<file path="config.mk">
export PLATFORM = sky130hd
export DESIGN_NAME = apb_transfer_controller
export DESIGN_NICKNAME = d
export VERILOG_FILES = /design/src/rtl/apb_bridge_pkg.sv /design/src/rtl/apb_req_fifo.sv /design/src/rtl/apb_transfer_controller.sv
export SDC_FILE = /design/constraint.sdc
export NUM_CORES = 1
export LEC_CHECK = 0
export CORE_UTILIZATION = 49
export CTS_CLUSTER_DIAMETER = 80
export DETAILED_ROUTE_END_ITERATION = 10
export PLACE_DENSITY = 0.78
export SLEW_MARGIN = 15
export SYNTH_ARGS = -nofsm -noshare
export SYNTH_HDL_FRONTEND = slang
export SYNTH_SLANG_ARGS = --single-unit
</file>
<file path="constraint.sdc">
create_clock -name Hclk -period 5.05 [get_ports Hclk]
set_input_delay 1.515 -clock Hclk [delete_from_list [all_inputs] [get_ports Hclk]]
set_output_delay 1.515 -clock Hclk [all_outputs]
set_load 0.03 [all_outputs]
</file>
<file path="src/rtl/apb_bridge_pkg.sv">
// -----------------------------------------------------------------------------
// apb_bridge_pkg
// Shared definitions for the AHB2APB bridge transfer controller:
//   - apb_state_e  : APB sequencing states (IDLE / SETUP / ACCESS)
//   - SLVn_BASE/LIMIT : inclusive address windows of the three peripherals
//   - PSEL_*       : one-hot peripheral select codes
//   - REQ_W        : width of a queued request {write, addr[31:0], wdata[31:0]}
//   - apb_decode() : maps a byte address to {valid, sel[2:0]}
// -----------------------------------------------------------------------------
package apb_bridge_pkg;

   typedef enum logic [1:0] {
      ST_IDLE   = 2'd0,
      ST_SETUP  = 2'd1,
      ST_ACCESS = 2'd2
   } apb_state_e;

   localparam logic [31:0] SLV0_BASE  = 32'h8000_0000;
   localparam logic [31:0] SLV0_LIMIT = 32'h83FF_FFFF;
   localparam logic [31:0] SLV1_BASE  = 32'h8400_0000;
   localparam logic [31:0] SLV1_LIMIT = 32'h87FF_FFFF;
   localparam logic [31:0] SLV2_BASE  = 32'h8800_0000;
   localparam logic [31:0] SLV2_LIMIT = 32'h8BFF_FFFF;

   localparam logic [2:0] PSEL_NONE = 3'b000;
   localparam logic [2:0] PSEL_S0   = 3'b001;
   localparam logic [2:0] PSEL_S1   = 3'b010;
   localparam logic [2:0] PSEL_S2   = 3'b100;

   localparam int REQ_W = 65;

   // Returns {valid, sel}; sel is PSEL_NONE whenever valid is 0.
   function automatic logic [3:0] apb_decode(input logic [31:0] addr);
      logic [3:0] res;
      res = {1'b0, PSEL_NONE};
      if (addr >= SLV0_BASE && addr <= SLV0_LIMIT) begin
         res = {1'b1, PSEL_S0};
      end else if (addr >= SLV1_BASE && addr <= SLV1_LIMIT) begin
         res = {1'b1, PSEL_S1};
      end else if (addr >= SLV2_BASE && addr <= SLV2_LIMIT) begin
         res = {1'b1, PSEL_S2};
      end
      return res;
   endfunction

endpackage

</file>
<file path="src/rtl/apb_req_fifo.sv">
// -----------------------------------------------------------------------------
// apb_req_fifo
// Synchronous request FIFO, DEPTH entries of WIDTH bits, no read bypass.
// Ports:
//   clk, rst        : clock, asynchronous active-high reset (empties FIFO)
//   push, wr_data   : write request; ignored while full
//   pop, rd_data    : remove head; rd_data always shows the current head
//   full, empty     : occupancy flags
// -----------------------------------------------------------------------------
module apb_req_fifo #(
   parameter int DEPTH = 2,
   parameter int WIDTH = 65
) (
   input  logic             clk,
   input  logic             rst,
   input  logic             push,
   input  logic [WIDTH-1:0] wr_data,
   input  logic             pop,
   output logic [WIDTH-1:0] rd_data,
   output logic             full,
   output logic             empty
);

   localparam int PW = $clog2(DEPTH);

   logic [WIDTH-1:0] mem_q [DEPTH];
   logic [PW-1:0]    wr_ptr_q, wr_ptr_d;
   logic [PW-1:0]    rd_ptr_q, rd_ptr_d;
   logic [PW:0]      count_q, count_d;
   logic             do_push, do_pop;

   assign full    = (count_q == (PW+1)'(DEPTH));
   assign empty   = (count_q == '0);
   assign rd_data = mem_q[rd_ptr_q];

   always_comb begin
      do_push  = push && !full;
      do_pop   = pop && !empty;
      wr_ptr_d = wr_ptr_q;
      rd_ptr_d = rd_ptr_q;
      count_d  = count_q;
      // DEPTH is a power of two, so pointer overflow is the modulo wrap.
      if (do_push) begin
         wr_ptr_d = wr_ptr_q + PW'(1);
      end
      if (do_pop) begin
         rd_ptr_d = rd_ptr_q + PW'(1);
      end
      if (do_push && !do_pop) begin
         count_d = count_q + (PW+1)'(1);
      end else if (!do_push && do_pop) begin
         count_d = count_q - (PW+1)'(1);
      end
   end

   always_ff @(posedge clk or posedge rst) begin
      if (rst) begin
         wr_ptr_q <= '0;
         rd_ptr_q <= '0;
         count_q  <= '0;
      end else begin
         wr_ptr_q <= wr_ptr_d;
         rd_ptr_q <= rd_ptr_d;
         count_q  <= count_d;
      end
   end

   // Storage carries data only; occupancy is tracked by the pointers above.
   always_ff @(posedge clk) begin
      if (do_push) begin
         mem_q[wr_ptr_q] <= wr_data;
      end
   end

endmodule

</file>
<file path="src/rtl/apb_transfer_controller.sv">
// -----------------------------------------------------------------------------
// apb_transfer_controller
// Queues AHB-side requests, decodes them to one of three APB peripherals and
// runs each through IDLE -> SETUP -> ACCESS with wait-state and timeout
// handling. Responses are single-cycle pulses without backpressure.
// Ports:
//   Hclk, Hreset                 : clock, asynchronous active-high reset
//   req_valid/req_ready          : request handshake (ready = FIFO not full)
//   req_write/req_addr/req_wdata : request payload
//   Pselx/Penable/Pwrite/Paddr/Pwdata : APB master outputs (registered)
//   Prdata/Pready                : APB slave returns
//   rsp_valid/rsp_rdata/rsp_err  : response pulse, read data, error flag
//   busy                         : transfer in progress or requests queued
// -----------------------------------------------------------------------------
module apb_transfer_controller #(
   parameter int DEPTH   = 2,
   parameter int TIMEOUT = 16
) (
   input  logic        Hclk,
   input  logic        Hreset,
   input  logic        req_valid,
   output logic        req_ready,
   input  logic        req_write,
   input  logic [31:0] req_addr,
   input  logic [31:0] req_wdata,
   output logic        Pwrite,
   output logic        Penable,
   output logic [2:0]  Pselx,
   output logic [31:0] Paddr,
   output logic [31:0] Pwdata,
   input  logic [31:0] Prdata,
   input  logic        Pready,
   output logic        rsp_valid,
   output logic [31:0] rsp_rdata,
   output logic        rsp_err,
   output logic        busy
);

   import apb_bridge_pkg::*;

   localparam int            CW       = $clog2(TIMEOUT);
   localparam logic [CW-1:0] WAIT_MAX = CW'(TIMEOUT - 1);

   apb_state_e        state_q, state_d;
   logic [2:0]        psel_q, psel_d;
   logic              penable_q, penable_d;
   logic              pwrite_q, pwrite_d;
   logic [31:0]       paddr_q, paddr_d;
   logic [31:0]       pwdata_q, pwdata_d;
   logic              rsp_valid_q, rsp_valid_d;
   logic [31:0]       rsp_rdata_q, rsp_rdata_d;
   logic              rsp_err_q, rsp_err_d;
   logic [CW-1:0]     wait_q, wait_d;

   logic [REQ_W-1:0]  fifo_head;
   logic              fifo_full, fifo_empty, fifo_pop;
   logic              head_write;
   logic [31:0]       head_addr, head_wdata;
   logic [3:0]        head_dec;
   logic              head_ok;
   logic              load_head;

   apb_req_fifo #(
      .DEPTH (DEPTH),
      .WIDTH (REQ_W)
   ) u_fifo (
      .clk     (Hclk),
      .rst     (Hreset),
      .push    (req_valid),
      .wr_data ({req_write, req_addr, req_wdata}),
      .pop     (fifo_pop),
      .rd_data (fifo_head),
      .full    (fifo_full),
      .empty   (fifo_empty)
   );

   assign head_write = fifo_head[64];
   assign head_addr  = fifo_head[63:32];
   assign head_wdata = fifo_head[31:0];
   assign head_dec   = apb_decode(head_addr);
   assign head_ok    = !fifo_empty && head_dec[3];

   always_comb begin
      state_d     = state_q;
      psel_d      = psel_q;
      penable_d   = penable_q;
      pwrite_d    = pwrite_q;
      paddr_d     = paddr_q;
      pwdata_d    = pwdata_q;
      wait_d      = wait_q;
      rsp_valid_d = 1'b0;
      rsp_rdata_d = '0;
      rsp_err_d   = 1'b0;
      fifo_pop    = 1'b0;
      load_head   = 1'b0;

      case (state_q)
         ST_IDLE: begin
            if (head_ok) begin
               load_head = 1'b1;
            end else if (!fifo_empty) begin
               // Undecodable request: consume it and answer with an error,
               // never touching the APB bus.
               fifo_pop    = 1'b1;
               rsp_valid_d = 1'b1;
               rsp_err_d   = 1'b1;
            end
         end
         ST_SETUP: begin
            state_d   = ST_ACCESS;
            penable_d = 1'b1;
            wait_d    = '0;
         end
         ST_ACCESS: begin
            if (Pready) begin
               rsp_valid_d = 1'b1;
               rsp_rdata_d = pwrite_q ? 32'h0 : Prdata;
               // Chain straight into the next SETUP only for a decodable
               // head; an error head is answered from IDLE.
               if (head_ok) begin
                  load_head = 1'b1;
               end else begin
                  state_d   = ST_IDLE;
                  psel_d    = PSEL_NONE;
                  penable_d = 1'b0;
               end
            end else if (wait_q == WAIT_MAX) begin
               state_d     = ST_IDLE;
               psel_d      = PSEL_NONE;
               penable_d   = 1'b0;
               rsp_valid_d = 1'b1;
               rsp_err_d   = 1'b1;
            end else begin
               wait_d = wait_q + CW'(1);
            end
         end
         default: begin
            state_d   = ST_IDLE;
            psel_d    = PSEL_NONE;
            penable_d = 1'b0;
         end
      endcase

      if (load_head) begin
         fifo_pop  = 1'b1;
         state_d   = ST_SETUP;
         psel_d    = head_dec[2:0];
         penable_d = 1'b0;
         pwrite_d  = head_write;
         paddr_d   = head_addr;
         pwdata_d  = head_wdata;
      end
   end

   always_ff @(posedge Hclk or posedge Hreset) begin
      if (Hreset) begin
         state_q     <= ST_IDLE;
         psel_q      <= PSEL_NONE;
         penable_q   <= 1'b0;
         pwrite_q    <= 1'b0;
         paddr_q     <= '0;
         pwdata_q    <= '0;
         wait_q      <= '0;
         rsp_valid_q <= 1'b0;
         rsp_rdata_q <= '0;
         rsp_err_q   <= 1'b0;
      end else begin
         state_q     <= state_d;
         psel_q      <= psel_d;
         penable_q   <= penable_d;
         pwrite_q    <= pwrite_d;
         paddr_q     <= paddr_d;
         pwdata_q    <= pwdata_d;
         wait_q      <= wait_d;
         rsp_valid_q <= rsp_valid_d;
         rsp_rdata_q <= rsp_rdata_d;
         rsp_err_q   <= rsp_err_d;
      end
   end

   assign req_ready = !fifo_full;
   assign Pselx     = psel_q;
   assign Penable   = penable_q;
   assign Pwrite    = pwrite_q;
   assign Paddr     = paddr_q;
   assign Pwdata    = pwdata_q;
   assign rsp_valid = rsp_valid_q;
   assign rsp_rdata = rsp_rdata_q;
   assign rsp_err   = rsp_err_q;
   assign busy      = (state_q != ST_IDLE) || !fifo_empty;

endmodule

</file>
==> summary by stage <==
Pwr
The sequential share of power is 41.4%. The portion of total power attributed to the clock network is between 20% and 30%. Cell internal power was estimated by the tool at 4787 µW.

The maximum ir drop on the vdd rail is 0.0004625 V. The switching share of power is around a third. The leakage power total is 0.004683 µW. In this run the power spent charging and discharging nets is 2556 µW. In this run the power density over the cells is 617.8 mW/mm².

The power share of the combinational group is 33.5%. The power after layout is 7343 µW.

Worst setup path
Counting both buffers and inverters, the worst setup path holds a total of 1. Grouping stages by cell kind, the critical path spends the most delay in buffers and inverters. The peak per-stage delay on the critical path is around 630 ps. The critical path goes through nor2_1, nand2_1, clkdlybuf4s50_1.

Of all nets on the critical path, the largest fanout is 5. The arrival time at the worst endpoint is 2080 ps. STA classifies the critical path endpoint as an output port. The cell at the slowest stage of the critical path is clkdlybuf4s50_1.

By startpoint and endpoint, the worst setup path is classified as reg2out. The required time of the critical path is 3540 ps. STA classifies the critical path startpoint as a flip-flop.

Status
The run finished with clean final reports.

Floorplanning
The overall die width is 135.5 µm. The total die area is 0.01837 mm². The region available for standard cell placement spans 0.01736 mm². The starting density of the core is between 50% and 60%. From bottom edge to top edge, the die measures 135.5 µm. After floorplanning, the core was divided into 48 placement rows. Pin placement for this block handled 206 I/O pins.

Final layout
Summing all flip-flop and latch instances after layout gives 0.006710 mm². For this run, the number of standard cells in the final layout without fillers is 1012. In the final layout, the multi-input gates occupy 0.001906 mm². After filler insertion, the fill cell instance count of the layout stands at 1183. Compared with the post-synthesis result, the final layout area differs by 36.06%. The final antenna diode count is 0. Summing all non-filler instances in the final layout gives an area of 0.01189 mm². After the last flow step, the layout net total stands at 872.

The fraction of layout cells with a size suffix above 1 is 7.243%.

Place
The final weighted congestion in routability-driven placement is 0.7655. Buffers placed on the I/O ports in this run total 205. After detailed placement, the total cell area comes to 0.01104 mm². The cell count after placement is around 970. After legalization and detailed placement, the total HPWL measured 11.85 mm. The setup slack after placement is 1034 ps.

Global routing
The number of antenna violations at the first check in global routing is 1. Global routing used approximately 21% of the available tracks. The wire length of the first global-routing pass is around 30 mm. The total overflow left after global routing is 0. The largest net degree at the start of global routing is 68. The number of global-route vias before repair came to 5692.

STA
Based on the critical path, the design can be clocked at up to 0.2783 GHz. For the finished layout, the period the worst path requires is about 3600 ps. Setup violations remaining at the end of the flow were counted as 0. The setup skew after layout is 8.813 ps. The number of failing hold endpoints at the final stage is 0. In this run the tightest slew margin relative to its limit is 33.95%. The measured slew at the worst slew-check pin is 988.5 ps.

Setup slack closes at 1457 ps. Setup repair after global routing left no endpoint under its margin. The total negative setup slack is 0 ps. The number of pins with negative max-slew slack in the final report was 0.

The worst path uses a little under three quarters of the clock period.

Clocking
In this run the post-CTS setup repair buffer count came out at 0. In this run, CTS created clock tree buffers numbering 24. The clock latency on the worst-skew pair is 510 ps.

Counting along the longest clock path gives a buffer depth of 3. For this design, the sink count on the clock tree is ~240. TritonCTS built the clock tree. The clock transition time at the flip-flop clock pins of the worst setup and hold paths is 60 ps.

The total of cells resized after clock tree synthesis is 0. The number of levels the H-tree was split into is 1. The clock tree root driver cell is clkbuf_16. The quantity of hold-fixing buffers added after cts is 0.

Synth
The post-synthesis sequential element count is between 200 and 250. The synthesized netlist net count is 663. After synthesis, the cell types taking the most area are edfxtp_1, dfrtp_1, mux2i_1. The count of warnings emitted by yosys is 0.

Among all flip-flop cells after synthesis, the most frequent one is edfxtp_1. The cell count after synthesis came out at 560. The cell taking the most area after synthesis is edfxtp_1.

The area share of the leading cell type in the synthesized netlist is 44.69%. The share of the Yosys chip area taken by registers is 76.77%. The mapped cell area is 0.008736 mm². The library cell with the highest instance count after synthesis is edfxtp_1. After synthesis, the mean cell area works out to between 15 and 20 µm².

Counting distinct cell types in the post-synthesis netlist gives 36. Sorting the synthesized cells by how often they occur yields edfxtp_1, a21oi_1, dfrtp_1. Yosys mapped a number of flops with a built-in enable equal to 130. The async set-reset flop share out of synthesis is 46.28%.

Flow run
The max-capacitance violation count is 0.

Routing
The number of design rule violations left after detail routing is 0. Summing over every cut layer, the via total after detailed routing is 5374. After detailed routing, the number of vias per cell comes to 5.310. The remaining number of nets flagged by the antenna check after routing is 0. In this run, the number of DRC markers left after iteration 0 of detailed routing was 271. The wire length per cell after detailed routing is 19.17 µm. The total wire length after detailed routing is 19.40 mm.

The first detailed-routing pass took 4 iterations.

Min path
The path class of the tightest hold or removal check is reg2reg.
[sequential cells by signal (all words and copies together) (netlist names)]
signal,cells
rsp_rdata,32
Pwdata,32
state_q,2
u_fifo.mem_q,130
Paddr,32
u_fifo.count_q,2
Pwrite,1
Pselx,3
rsp_valid,1
wait_q,4
rsp_err,1
u_fifo.rd_ptr_q,1
u_fifo.wr_ptr_q,1
[logic make-up after synthesis]
family | after synthesis | share of synthesized area, %
mux | 63 | 7.219
simple gates | 71 | 4.698
fa+ha+maj | 2 | 0.2864
xor+xnor | 6 | 0.6015
flops | 242 | 76.77
compound gates | 140 | 8.680
buf+inv | 36 | 1.747
[routing by layer]
metal / wire (µm) / up-vias / track usage (%)
met5: 13 / - / 0
met4: 452 / 2 / 6.554
met3: 1223 / 44 / 4.564
met2: 9809 / 211 / 37.49
met1: 7897 / 2639 / 26.60
li1: - / 2478 / -
[cell usage in the layout (no fill, tap or decap), drive strengths merged, types with 2 or more instances in the layout]
| master | Yosys | final |
|---|---|---|
| a2111o | 2 | 2 |
| clkbuf | 17 | 29 |
| dfrtp | 112 | 112 |
| bufinv | 0 | 4 |
| mux2i | 63 | 63 |
| xor2 | 2 | 2 |
| nand2 | 9 | 9 |
| inv | 5 | 5 |
| nand2b | 3 | 3 |
| and2 | 32 | 32 |
| o211ai | 2 | 2 |
| nor2b | 5 | 5 |
| clkinvlp | 0 | 4 |
| o21ai | 5 | 5 |
| edfxtp | 130 | 130 |
| clkinv | 0 | 7 |
| nor3 | 2 | 2 |
| nor2 | 5 | 5 |
| nor3b | 2 | 2 |
| ha | 2 | 2 |
| a21oi | 124 | 124 |
| buf | 14 | 9 |
| clkdlybuf4s50 | 0 | 205 |
| xnor2 | 4 | 4 |
| nand3 | 6 | 6 |
[metrics by stage]
stage | utilization, % | hold WS (ps)
6_report | 68.48 | 511.8
3_5_place_dp | 63.59 | 465.3
5_1_grt | 68.48 | 513.2
2_1_floorplan | - | 460.8
4_1_cts | 68.36 | 478.9
3_3_place_gp | 63.59 | 456.8
[power groups by stage]
stage | clock (µW) | sequential (µW) | combinational (µW)
finish | 1850 | 3040 | 2460
global route | 1960 | 3100 | 2630
CTS | 1880 | 3040 | 2470
detailed placement | 0 | 3070 | 2460
global placement | 0 | 3050 | 2390
floorplan | 0 | 3500 | 993
[final timing paths]
check,startpoint,end,slack (ps),cells after the start
setup / recovery,u_fifo.count_q[0],busy,1460,3
hold / removal,u_fifo.count_q[1],u_fifo.count_q[1],510,1
max in group asynchronous,Hreset,Pwdata[23],2660,3
hold reg to reg,u_fifo.count_q[1],u_fifo.count_q[1],510,1
setup reg to reg,u_fifo.rd_ptr_q,Pselx[2],1810,6
min in group asynchronous,Hreset,Paddr[31],1530,2
[layout make-up]
cell class,count,area share (%)
Timing Repair Buffer,214,18.00
Clock buffer,29,5.389
Clock inverter,15,1.579
Multi-Input combinational cell,282,16.03
Inverter,5,0.1789
Tap cell,225,2.368
Sequential cell,242,56.45
Power figures use the tool's default switching activity.
